## config.mk

```make
export PLATFORM = sky130hd
export DESIGN_NAME = axis_out_fifo
export DESIGN_NICKNAME = d
export VERILOG_FILES = /design/src/rtl/axis_pkg.sv /design/src/rtl/fifo_regfile.sv /design/src/rtl/axis_out_fifo.sv
export SDC_FILE = /design/constraint.sdc
export NUM_CORES = 1
export LEC_CHECK = 0
export ABC_AREA = 1
export BUFFER_PORTS_ARGS = -buffer_cell sky130_fd_sc_hd__clkbuf_2
export CAP_MARGIN = 40
export CELL_PAD_IN_SITES_DETAIL_PLACEMENT = 2
export CELL_PAD_IN_SITES_GLOBAL_PLACEMENT = 2
export CORE_MARGIN = 2
export CORE_UTILIZATION = 30
export DETAILED_ROUTE_END_ITERATION = 6
export PLACE_DENSITY = 0.74
export SYNTH_ARGS = -nofsm -noshare
export SYNTH_HDL_FRONTEND = slang
export SYNTH_HIERARCHICAL = 1
export SYNTH_SLANG_ARGS = --single-unit
```

## constraint.sdc

```tcl
create_clock -name axis_clk -period 2.5 [get_ports axis_clk]
set_input_delay 0.375 -clock axis_clk [delete_from_list [all_inputs] [get_ports axis_clk]]
set_output_delay 0.375 -clock axis_clk [all_outputs]
set_load 0.03 [all_outputs]
```

## src/rtl/axis_pkg.sv

```systemverilog
// rtl/axis_pkg.sv - shared constants for the FIR output stream buffer
package axis_pkg;
  localparam int AXIS_DATA_W = 32;
  localparam int AXIS_DEPTH  = 8;
  localparam int AXIS_FCNT_W = 16;
endpackage

```

## src/rtl/fifo_regfile.sv

```systemverilog
// rtl/fifo_regfile.sv - DEPTH x (DATA_W+1) storage, one sync write port, one comb read port
module fifo_regfile
  import axis_pkg::*;
#(
  parameter int DATA_W = AXIS_DATA_W,
  parameter int DEPTH  = AXIS_DEPTH,
  parameter int ADDR_W = $clog2(DEPTH)
) (
  input  logic              clk,
  input  logic              wr_en,
  input  logic [ADDR_W-1:0] wr_addr,
  input  logic [DATA_W:0]   wr_data,
  input  logic [ADDR_W-1:0] rd_addr,
  output logic [DATA_W:0]   rd_data
);

  // Unreset on purpose: an entry is only ever read after it has been written.
  logic [DATA_W:0] mem [DEPTH];

  always_ff @(posedge clk) begin
    if (wr_en) mem[wr_addr] <= wr_data;
  end

  assign rd_data = mem[rd_addr];

endmodule

```

## src/rtl/axis_out_fifo.sv

```systemverilog
// rtl/axis_out_fifo.sv - first-word fall-through FIFO on the FIR result stream with level and frame count
module axis_out_fifo
  import axis_pkg::*;
#(
  parameter int DATA_W = AXIS_DATA_W,
  parameter int DEPTH  = AXIS_DEPTH,
  parameter int ADDR_W = $clog2(DEPTH),
  parameter int FCNT_W = AXIS_FCNT_W
) (
  input  logic              axis_clk,
  input  logic              axis_rst_n,
  input  logic              clr,
  input  logic              s_tvalid,
  input  logic [DATA_W-1:0] s_tdata,
  input  logic              s_tlast,
  output logic              s_tready,
  output logic              m_tvalid,
  output logic [DATA_W-1:0] m_tdata,
  output logic              m_tlast,
  input  logic              m_tready,
  output logic [ADDR_W:0]   level,
  output logic [FCNT_W-1:0] frame_cnt
);

  localparam logic [ADDR_W:0]   LVL_FULL = (ADDR_W+1)'(DEPTH);
  localparam logic [ADDR_W:0]   LVL_ONE  = (ADDR_W+1)'(1);
  localparam logic [ADDR_W-1:0] PTR_ONE  = ADDR_W'(1);
  localparam logic [FCNT_W-1:0] CNT_ONE  = FCNT_W'(1);

  logic [ADDR_W-1:0] wr_ptr;
  logic [ADDR_W-1:0] rd_ptr;
  logic [ADDR_W:0]   level_nxt;
  logic [DATA_W:0]   head;
  logic              push;
  logic              pop;

  assign push = s_tvalid & s_tready;
  assign pop  = m_tvalid & m_tready;

  always_comb begin
    level_nxt = level;
    case ({push, pop})
      2'b10:   level_nxt = level + LVL_ONE;
      2'b01:   level_nxt = level - LVL_ONE;
      default: level_nxt = level;
    endcase
  end

  // s_tready is precomputed from the next level so a full FIFO never accepts, even while popping.
  always_ff @(posedge axis_clk or negedge axis_rst_n) begin
    if (!axis_rst_n) begin
      wr_ptr    <= '0;
      rd_ptr    <= '0;
      level     <= '0;
      frame_cnt <= '0;
      s_tready  <= 1'b0;
    end else if (clr) begin
      wr_ptr    <= '0;
      rd_ptr    <= '0;
      level     <= '0;
      frame_cnt <= '0;
      s_tready  <= 1'b1;
    end else begin
      if (push) wr_ptr <= wr_ptr + PTR_ONE;
      if (pop)  rd_ptr <= rd_ptr + PTR_ONE;
      if (pop && m_tlast) frame_cnt <= frame_cnt + CNT_ONE;
      level    <= level_nxt;
      s_tready <= (level_nxt != LVL_FULL);
    end
  end

  fifo_regfile #(
    .DATA_W (DATA_W),
    .DEPTH  (DEPTH),
    .ADDR_W (ADDR_W)
  ) u_regfile (
    .clk     (axis_clk),
    .wr_en   (push & ~clr),
    .wr_addr (wr_ptr),
    .wr_data ({s_tlast, s_tdata}),
    .rd_addr (rd_ptr),
    .rd_data (head)
  );

  // Gating by m_tvalid keeps the outputs at 0 when empty, including immediately on reset.
  assign m_tvalid = (level != '0);
  assign m_tdata  = m_tvalid ? head[DATA_W-1:0] : '0;
  assign m_tlast  = m_tvalid & head[DATA_W];

endmodule
```

==> impl_metrics.yaml, run 1 <==
floorplanning:
  io_pins: 93
  core_um2: 44200
  start_util: 0.304
  rows: 77
  dieArea_um2: 46500
  dieWidth_um: 216
  die_y_um: 216
route:
  vias_per_cell: 4.67
  vias: 10200
  drt_iter0_drc: 498
  firstDrtPassIters: 5
  post_drt_wl_per_cell_um: 21.1
  drc: 0
  drt-total-wl_um: 46100
  ant_nets: 0
worst_setup_path:
  slowest_stage: "dfrtp_4"
  end_kind: "primary output"
  path_class: "flop to primary output"
  cp-start-kind: "flop"
  path_cells: "buf_12, buf_12, buf_16, nand2_4, nand3_2, nand2_1, nand2_1, nand2_2, inv_1, nor2_1, clkbuf_8"
  crit_buf_inv: 5
  crit_path_max_fanout: 6
  path_delay_family: "buffers and inverters"
  slowest_delay_ps: 510
  cp.required_ps: 2120
  cp_data_arrival_time_ps: 2230
  r2r-end: "frame_cnt[9]"
  ff2ff_setup_slack_ps: 370
  r2r_start: "rd_ptr[0]"
  ff2ff_path_depth: 14
global_route:
  grt_max_degree: 45
  track_usage: 0.196
  grt_pass1_vias: 11600
  grt_antenna_before_repair: 1
  grt_pass1_wl_um: 69200
  overflow: 0
yosys:
  ys_top_cells_by_area: "edfxtp_1, nand2_1, inv_1"
  ys_ff_latch: 291
  synth_top_family_by_area: "simple AND/OR/NAND/NOR gates"
  synth_top_area_frac: 0.590
  yosysWarningCount: 6
  yosysMostFrequentCell: "nand2_1"
  yosysTopAreaCell: "edfxtp_1"
  async_reset_ff_frac: 0.0928
  synth.mux.area_fraction: 0
  ys_types: 31
  yosys.area_share.adder: 0.00465
  syn_area_um2: 13400
  ys_seq_area_frac: 0.640
  syn_area_per_cell_um2: 9.38
  synth_compound_area_frac: 0.0104
  synth_edf_count: 264
  synth_xor_xnor_area_share: 0.00456
  syn_nets: 1477
  synth-simple-area-share: 0.223
  synth_commonest_cells: "nand2_1, inv_1, edfxtp_1, nand3_1, nor2_1"
  synth-main-ff-cell: "edfxtp_1"
  synthCells: 1434
cells_and_area:
  area_growth_pct: 27.2
  drive_gt1_frac: 0.199
  nNetsFinal: 1612
  final_area_um2: 17100
  instances_no_fill: 2187
  diodes: 0
pwr:
  ir_drop_mv: 0.491
  power.density_nw_per_um2: 1110
  total_power_uw: 19100
  leakage_uw: 0.00793
status:
  violations: "setup timing"
  status: "complete, but fails checks"
clock_network:
  clock_latency_ps: 550
  cts_tree: "yes"
  cts-root-buf: "clkbuf_16"
  htree_levels: 2
  cts_buffer_depth: 3
  cts_inserted_buffers: 35
  cts.sinks: 291
  clk_pin_slew_worst_paths_ps: 60
sta:
  relSlewSlack: 0.494
  setup_violations: 27
  skew_ps: 23.3
  hold_viol: 0
  fmax_mhz: 383
  layout_min_cycle_time_ps: 2610
  setup_slack_ps: -108
  holdWs_ps: 113
  period_share: 1.04
  report.final.slew_viol_count: 0
  rsz0062_at_grt: "true"
  tightest_slew_ps: 759
hold_path:
  hold_depth: 1
  hp-start: "s_tdata[22]"
  hp-class: "input pin to flop"
  min_to: "u_regfile/mem[4][22]"
run:
  maxCapViolations: 0
placement:
  hpwl_um: 25400
  placed_area_um2: 14900
  port_buffers: 92
  place_inst: 2098
  gp_congestion: 0.768
## layer usage
metal	wire length [µm]	vias up	track usage
li1	-	4729	-
met5	12	-	0
met4	1270	2	0.0687
met1	18900	5199	0.233
met2	24100	204	0.356
met3	1900	75	0.0316
## flip-flops by register name (all words and copies together), names as in the netlist
signal,cells
rd_ptr,3
s_tready,1
wr_ptr,3
u_regfile/mem,264
frame_cnt,16
level,4
## final cells by class
type / count / area [µm²]
fill: 4733 / 27100
sequential: 291 / 8610
multi-input combinational: 755 / 3640
timing repair buffer: 153 / 1710
inverter: 331 / 1260
clock buffer: 45 / 965
tap: 592 / 741
clock inverter: 18 / 156
timing repair inverter: 2 / 25.0
## cells by family (layout without fill, tap and decap cells)
logic type / after synthesis / count (layout)
simple gates: 719 / 719
buf+inv: 388 / 549
flops: 291 / 291
compound gates: 24 / 24
xor+xnor: 7 / 7
fa+ha+maj: 5 / 5
## worst reg2reg max path: stages, from the launching register on
cell     delay [ps]
dfrtp_4         510
buf_6           170
buf_16          150
nand2_1          90
nand3_1         100
nand2_1          80
nand2_1          70
nand2_2          90
inv_2            80
nor2_8          160
nand2_4          80
nor2_4          120
nand2_1          80
o21ai_0         170
a21oi_1          60
## per-stage QoR
step,TNS [ps],utilization,worst slack [ps]
floorplan,-100830,-,-388
global placement,0,0.336,406
detailed placement,0,0.336,340
CTS,-1540,0.380,-71.8
global route,-4570,0.387,-193
finish,-958,0.387,-108
## layout by cell type, fill, tap and decap left out, types with 5 or more instances in the layout
cell type	Yosys	final
nand3_2	0	25
dfrtp_1	27	24
nor2_2	3	14
nand2_2	0	36
buf_12	0	16
nor2_4	1	10
edfxtp_1	264	264
clkbuf_1	8	6
xor2_1	7	7
o21ai_0	9	9
clkbuf_2	0	59
clkbuf_16	0	40
nand2_1	478	433
nand2_4	3	12
inv_1	329	323
a21oi_1	8	8
clkbuf_8	0	19
buf_4	1	32
clkinv_1	0	6
clkinv_2	0	7
ha_1	5	5
nand3_1	154	129
nor2_1	64	44
buf_16	0	15
nand4_1	6	6
## power by group
part           switching (µW)  internal (µW)
Sequential                151           5620
Combinational            5160           3060
Clock                    2140           2950
Total                    7440          11600
## what timing repair did
action	4_1_cts	5_1_grt
hold buffers	1	0
endpoints found under the hold margin	27	0
buffers inserted	7	2
endpoints found under the setup margin	33	33
resized for setup	138	54
gates cloned	11	5
pin swaps	40	30
## how the worst max path moves through the flow
| stage | cells past startpoint | from | end | slack, ps |
|---|---|---|---|---|
| global placement | 8 | rd_ptr[1] | m_tdata[1] | 410 |
| detailed placement | 10 | rd_ptr[0] | m_tdata[17] | 340 |
| global route | 10 | rd_ptr[0] | m_tdata[19] | -190 |
| finish | 11 | rd_ptr[0] | m_tdata[27] | -110 |
| floorplan | 4 | s_tready | u_regfile/mem[1][0] | -390 |
| CTS | 11 | rd_ptr[0] | m_tdata[30] | -70 |
Note: power is estimated with default switching activity, not from simulation.
==> run 2: changes to the inputs <==
- CTS_CLUSTER_SIZE: not set -> 28
- SKIP_CTS_REPAIR_TIMING: not set -> 1
==> run 2 against run 1 <==
Register-to-register slack better by 70 ps. Clock skew is 1.8 ps higher. Combinational power is 17% lower. Largest cell class unchanged. Critical path type unchanged. Flip-flop and latch count stayed put. Worst setup slack worse by 10 ps. The flow still finishes with violations (setup timing).
==> impl_metrics.yaml, run 2 (synthesis gave the netlist of run 1 again) <==
global_route:
  track_usage: 0.181
  grt_max_degree: 89
  grt_pass1_vias: 11300
  overflow: 0
  grt_pass1_wl_um: 64800
  grt_antenna_before_repair: 1
worst_setup_path:
  cp_data_arrival_time_ps: 2240
  path_delay_family: "buffers and inverters"
  path_cells: "buf_6, clkbuf_16, nand2_1, nand3_1, nand2_1, nand2_1, nand2_1, inv_1, nor2_1, buf_4"
  cp-endpoint: "m_tdata[8]"
  slowest_delay_ps: 580
  slowest_stage: "dfrtp_4"
  r2r_start: "rd_ptr[0]"
  crit_buf_inv: 4
  cp.required_ps: 2120
  startpoint: "rd_ptr[0]"
  crit_cells: 10
  ff2ff_path_depth: 13
  end_kind: "primary output"
  cp-start-kind: "flop"
  path_class: "flop to primary output"
  r2r-end: "frame_cnt[9]"
  cp_common_cell: "nand2_1"
  crit_path_max_fanout: 23
  ff2ff_setup_slack_ps: 440
floorplanning:
  die_y_um: 216
  rows: 77
  core_um2: 44200
  io_pins: 93
  dieArea_um2: 46500
  dieWidth_um: 216
  start_util: 0.304
cells_and_area:
  final_common_cell: "nand2_1"
  top_regs: "u_regfile/mem: 264 flops, frame_cnt: 16 flops, level: 4 flops"
  largest_reg_flops: 264
  area_growth_pct: 21.7
  nNetsFinal: 1601
  top_register: "u_regfile/mem"
  diodes: 0
  drive_gt1_frac: 0.148
  mostFrequentLayoutCells: "nand2_1, inv_1, edfxtp_1"
pwr:
  swShare: 0.390
  p_clk_frac: 0.285
  total_power_uw: 17700
  power.density_nw_per_um2: 1080
  p_int_uw: 10800
  combPwrFrac: 0.387
  ir_drop_mv: 0.450
  leakage_uw: 0.00761
  power_switching_uw: 6900
  pwr-share-seq: 0.327
run:
  maxCapViolations: 0
route:
  drt-total-wl_um: 43100
  post_drt_wl_per_cell_um: 19.8
  firstDrtPassIters: 5
  ant_nets: 0
  drt_iter0_drc: 377
  vias_per_cell: 4.60
  drc: 0
  vias: 10000
placement:
  gp_congestion: 0.768
  port_buffers: 92
  hpwl_um: 25400
  pre_cts_ws_ps: 340
clock_network:
  clk_pin_slew_worst_paths_ps: 60
  cts.sinks: 291
  cts-root-buf: "clkbuf_16"
  cts_buffer_depth: 3
  cts_inserted_buffers: 35
  clock_latency_ps: 560
  cts_tree: "yes"
  htree_levels: 2
sta:
  tightest_slew_ps: 760
  setup_slack_ps: -118
  skew_ps: 25.1
  rsz0062_at_grt: "true"
  layout_min_cycle_time_ps: 2620
  hold_viol: 0
  setup_violations: 26
  report.final.slew_viol_count: 0
  period_share: 1.05
  fmax_mhz: 382
  relSlewSlack: 0.493
hold_path:
  hp-class: "input pin to flop"
status:
  violations: "setup timing"
  status: "complete, but fails checks"
run 2: cell type report:
cell class | count | area, µm²
multi-input combinational | 755 | 3360
clock inverter | 18 | 156
tap | 592 | 741
clock buffer | 45 | 965
fill | 4840 | 27900
inverter | 331 | 1260
sequential | 291 | 8610
timing repair buffer | 142 | 1260
timing repair inverter | 2 | 20.0
run 2: power by group through the flow:
| stage | clock [µW] | sequential (µW) | combinational (µW) |
|---|---|---|---|
| after global routing | 5350 | 5820 | 7580 |
| after detailed placement | 0 | 5860 | 6020 |
| final | 5050 | 5790 | 6860 |
| after global placement | 0 | 5840 | 5790 |
| after floorplan | 0 | 5900 | 3970 |
| after CTS | 5190 | 5770 | 6090 |
run 2: through the flow:
stage	area (µm²)	setup TNS, ps	instances	hold WS (ps)	utilization
2_1_floorplan	13400	-100830	1434	79.4	-
3_3_place_gp	14900	0	2098	467	0.336
3_5_place_dp	14900	0	2098	475	0.336
4_1_cts	16000	-5480	2161	-125	0.362
5_1_grt	16400	-5530	2176	117	0.370
6_report	16400	-1240	2176	107	0.370
run 2: worst min path at each step:
| stage | slack, ps | to | depth (start not counted) | startpoint |
|---|---|---|---|---|
| 2_1_floorplan | 80 | frame_cnt[0] | 0 | axis_rst_n |
| 3_3_place_gp | 470 | frame_cnt[15] | 1 | axis_rst_n |
| 3_5_place_dp | 470 | frame_cnt[15] | 1 | axis_rst_n |
| 4_1_cts | -120 | frame_cnt[0] | 1 | axis_rst_n |
| 5_1_grt | 120 | u_regfile/mem[4][22] | 1 | s_tdata[22] |
| 6_report | 110 | u_regfile/mem[4][22] | 1 | s_tdata[22] |
run 2: per-layer routing:
metal / global-route usage / vias up / part of all wire
met1: 0.219 / 5057 / 0.42
met4: 0.0586 / 2 / 0.024
li1: - / 4692 / -
met5: 0 / - / 0.00028
met3: 0.0300 / 69 / 0.042
met2: 0.326 / 198 / 0.51
==> run 3: changes to the inputs <==
- PLACE_DENSITY: 0.74 -> 0.72
- clock period: 2.5 -> 3.3 ns (I/O delays scaled with it)
==> run 3 against run 2 <==
The run now ends clean. Sequential power shrank 24%. Design area decreased by 3.0%. Clock skew fell by 16 ps. Flip-flop and latch count did not move. Worst setup slack better by 380 ps. Register-to-register slack better by 430 ps. Via count is 1.4% lower. Cell count down 1.2%. Combinational power is 36% lower. Highest routed layer is now met4. Sequential share of layout area grew 1.6 points. Count of clock-buffer cells in the layout up 6.
==> impl_metrics.yaml, run 3 (synthesis gave the netlist of run 1 again) <==
route:
  drc: 0
  vias_per_cell: 4.59
  firstDrtPassIters: 4
  ant_nets: 0
  post_drt_wl_per_cell_um: 18.8
  drt_iter0_drc: 404
  vias: 9873
  drt-total-wl_um: 40500
worst_setup_path:
  slowest_stage: "dfrtp_4"
  slowest_delay_ps: 560
  cp-start-kind: "flop"
  path_delay_family: "buffers and inverters"
  ff2ff_path_depth: 5
  crit_path_max_fanout: 66
  cp_common_cell: "nand2_1"
  crit_buf_inv: 4
  path_class: "flop to primary output"
  cp_data_arrival_time_ps: 2540
  ff2ff_setup_slack_ps: 870
  r2r_start: "s_tready"
  cp.required_ps: 2800
  end_kind: "primary output"
  path_cells: "inv_6, buf_12, nand2_1, nand3_1, nand2_1, nand2_1, nand2_1, inv_1, nor2_1, clkbuf_2"
  r2r-end: "u_regfile/mem[1][31]"
sta:
  holdWs_ps: 21.4
  skew_ps: 8.93
  rsz0062_at_grt: "false"
  setup_violations: 0
  hold_viol: 0
  report.final.slew_viol_count: 0
  layout_min_cycle_time_ps: 3040
  period_share: 0.921
  fmax_mhz: 329
  relSlewSlack: 0.439
  finalSetupTns_ps: 0
  tightest_slew_ps: 840
global_route:
  grt.busiest_layer: "met2"
  met3_usage: 0.0348
  use_met2: 0.320
  grt_pass1_wl_um: 64100
  grt_pass1_vias: 11300
  track_usage: 0.178
  grt_max_degree: 69
  grt_antenna_before_repair: 0
  overflow: 0
  grt_util_met1: 0.223
cells_and_area:
  drive_gt1_frac: 0.125
  nNetsFinal: 1574
  area_growth_pct: 18.1
  top_regs: "u_regfile/mem: 264 flops, frame_cnt: 16 flops, level: 4 flops"
  top_register: "u_regfile/mem"
  mostFrequentLayoutCells: "nand2_1, inv_1, edfxtp_1"
  largest_reg_flops: 264
  final_common_cell: "nand2_1"
  diodes: 0
  instances_no_fill: 2149
floorplanning:
  dieArea_um2: 46500
  dieWidth_um: 216
  io_pins: 93
  core_um2: 44200
  rows: 77
  die_y_um: 216
  start_util: 0.304
clock_network:
  clock_latency_ps: 540
  cts_buffer_depth: 3
  htree_levels: 2
  cts.sinks: 291
  cts-root-buf: "clkbuf_16"
  clk_pin_slew_worst_paths_ps: 60
  cts_tree: "yes"
  cts_inserted_buffers: 36
placement:
  hpwl_um: 25600
  port_buffers: 92
  gp_congestion: 0.754
  place_inst: 2085
pwr:
  leakage_uw: 0.00742
  ir_drop_mv: 0.380
  power.density_nw_per_um2: 811
run:
  maxCapViolations: 0
status:
  status: "finished clean"
hold_path:
  hp-class: "input pin to asynchronous set/reset pin"
run 3: cell count changes in the layout (fill, tap and decap cells not counted), moves of 5 or more:
cell,previous run,this run
nand2_2,9,0
buf_4,52,15
buf_6,8,2
clkinv_2,7,2
buf_12,17,7
clkbuf_2,59,92
nand2_1,469,478
run 3: how the worst max path moves through the flow:
stage	start	end	slack, ps	cells past startpoint
finish	rd_ptr[0]	m_tdata[17]	260	10
CTS	rd_ptr[0]	m_tlast	70	9
floorplan	s_tready	u_regfile/mem[1][0]	410	4
global route	rd_ptr[0]	m_tdata[17]	90	10
detailed placement	s_tvalid	u_regfile/mem[1][31]	620	6
global placement	rd_ptr[0]	m_tlast	730	9
run 3: through the flow:
step / util / power (µW) / setup WS (ps) / area (µm²)
after floorplan: - / 7470 / 412 / 13400
after global placement: 0.331 / 8730 / 726 / 14600
after detailed placement: 0.331 / 8900 / 615 / 14600
after CTS: 0.359 / 13100 / 66.4 / 15900
after global routing: 0.359 / 13700 / 87.2 / 15900
final: 0.359 / 12900 / 260 / 15900
run 3: cell type report:
| type | instances | area (µm²) |
|---|---|---|
| timing repair buffer | 116 | 736 |
| tap | 592 | 741 |
| clock buffer | 51 | 1030 |
| inverter | 331 | 1250 |
| sequential | 291 | 8610 |
| multi-input combinational | 755 | 3320 |
| fill | 4880 | 28300 |
| clock inverter | 13 | 198 |
run 3: power by group:
part	internal [µW]	switching (µW)
Sequential	4260	132
Combinational	1130	3260
Clock	2560	1540
run 3: metal layers:
metal	share of wire	up-vias	wire, µm
met5	0	-	0
met4	0.014	0	558
met3	0.036	44	1460
met2	0.51	134	20700
met1	0.44	5069	17800
li1	-	4626	-
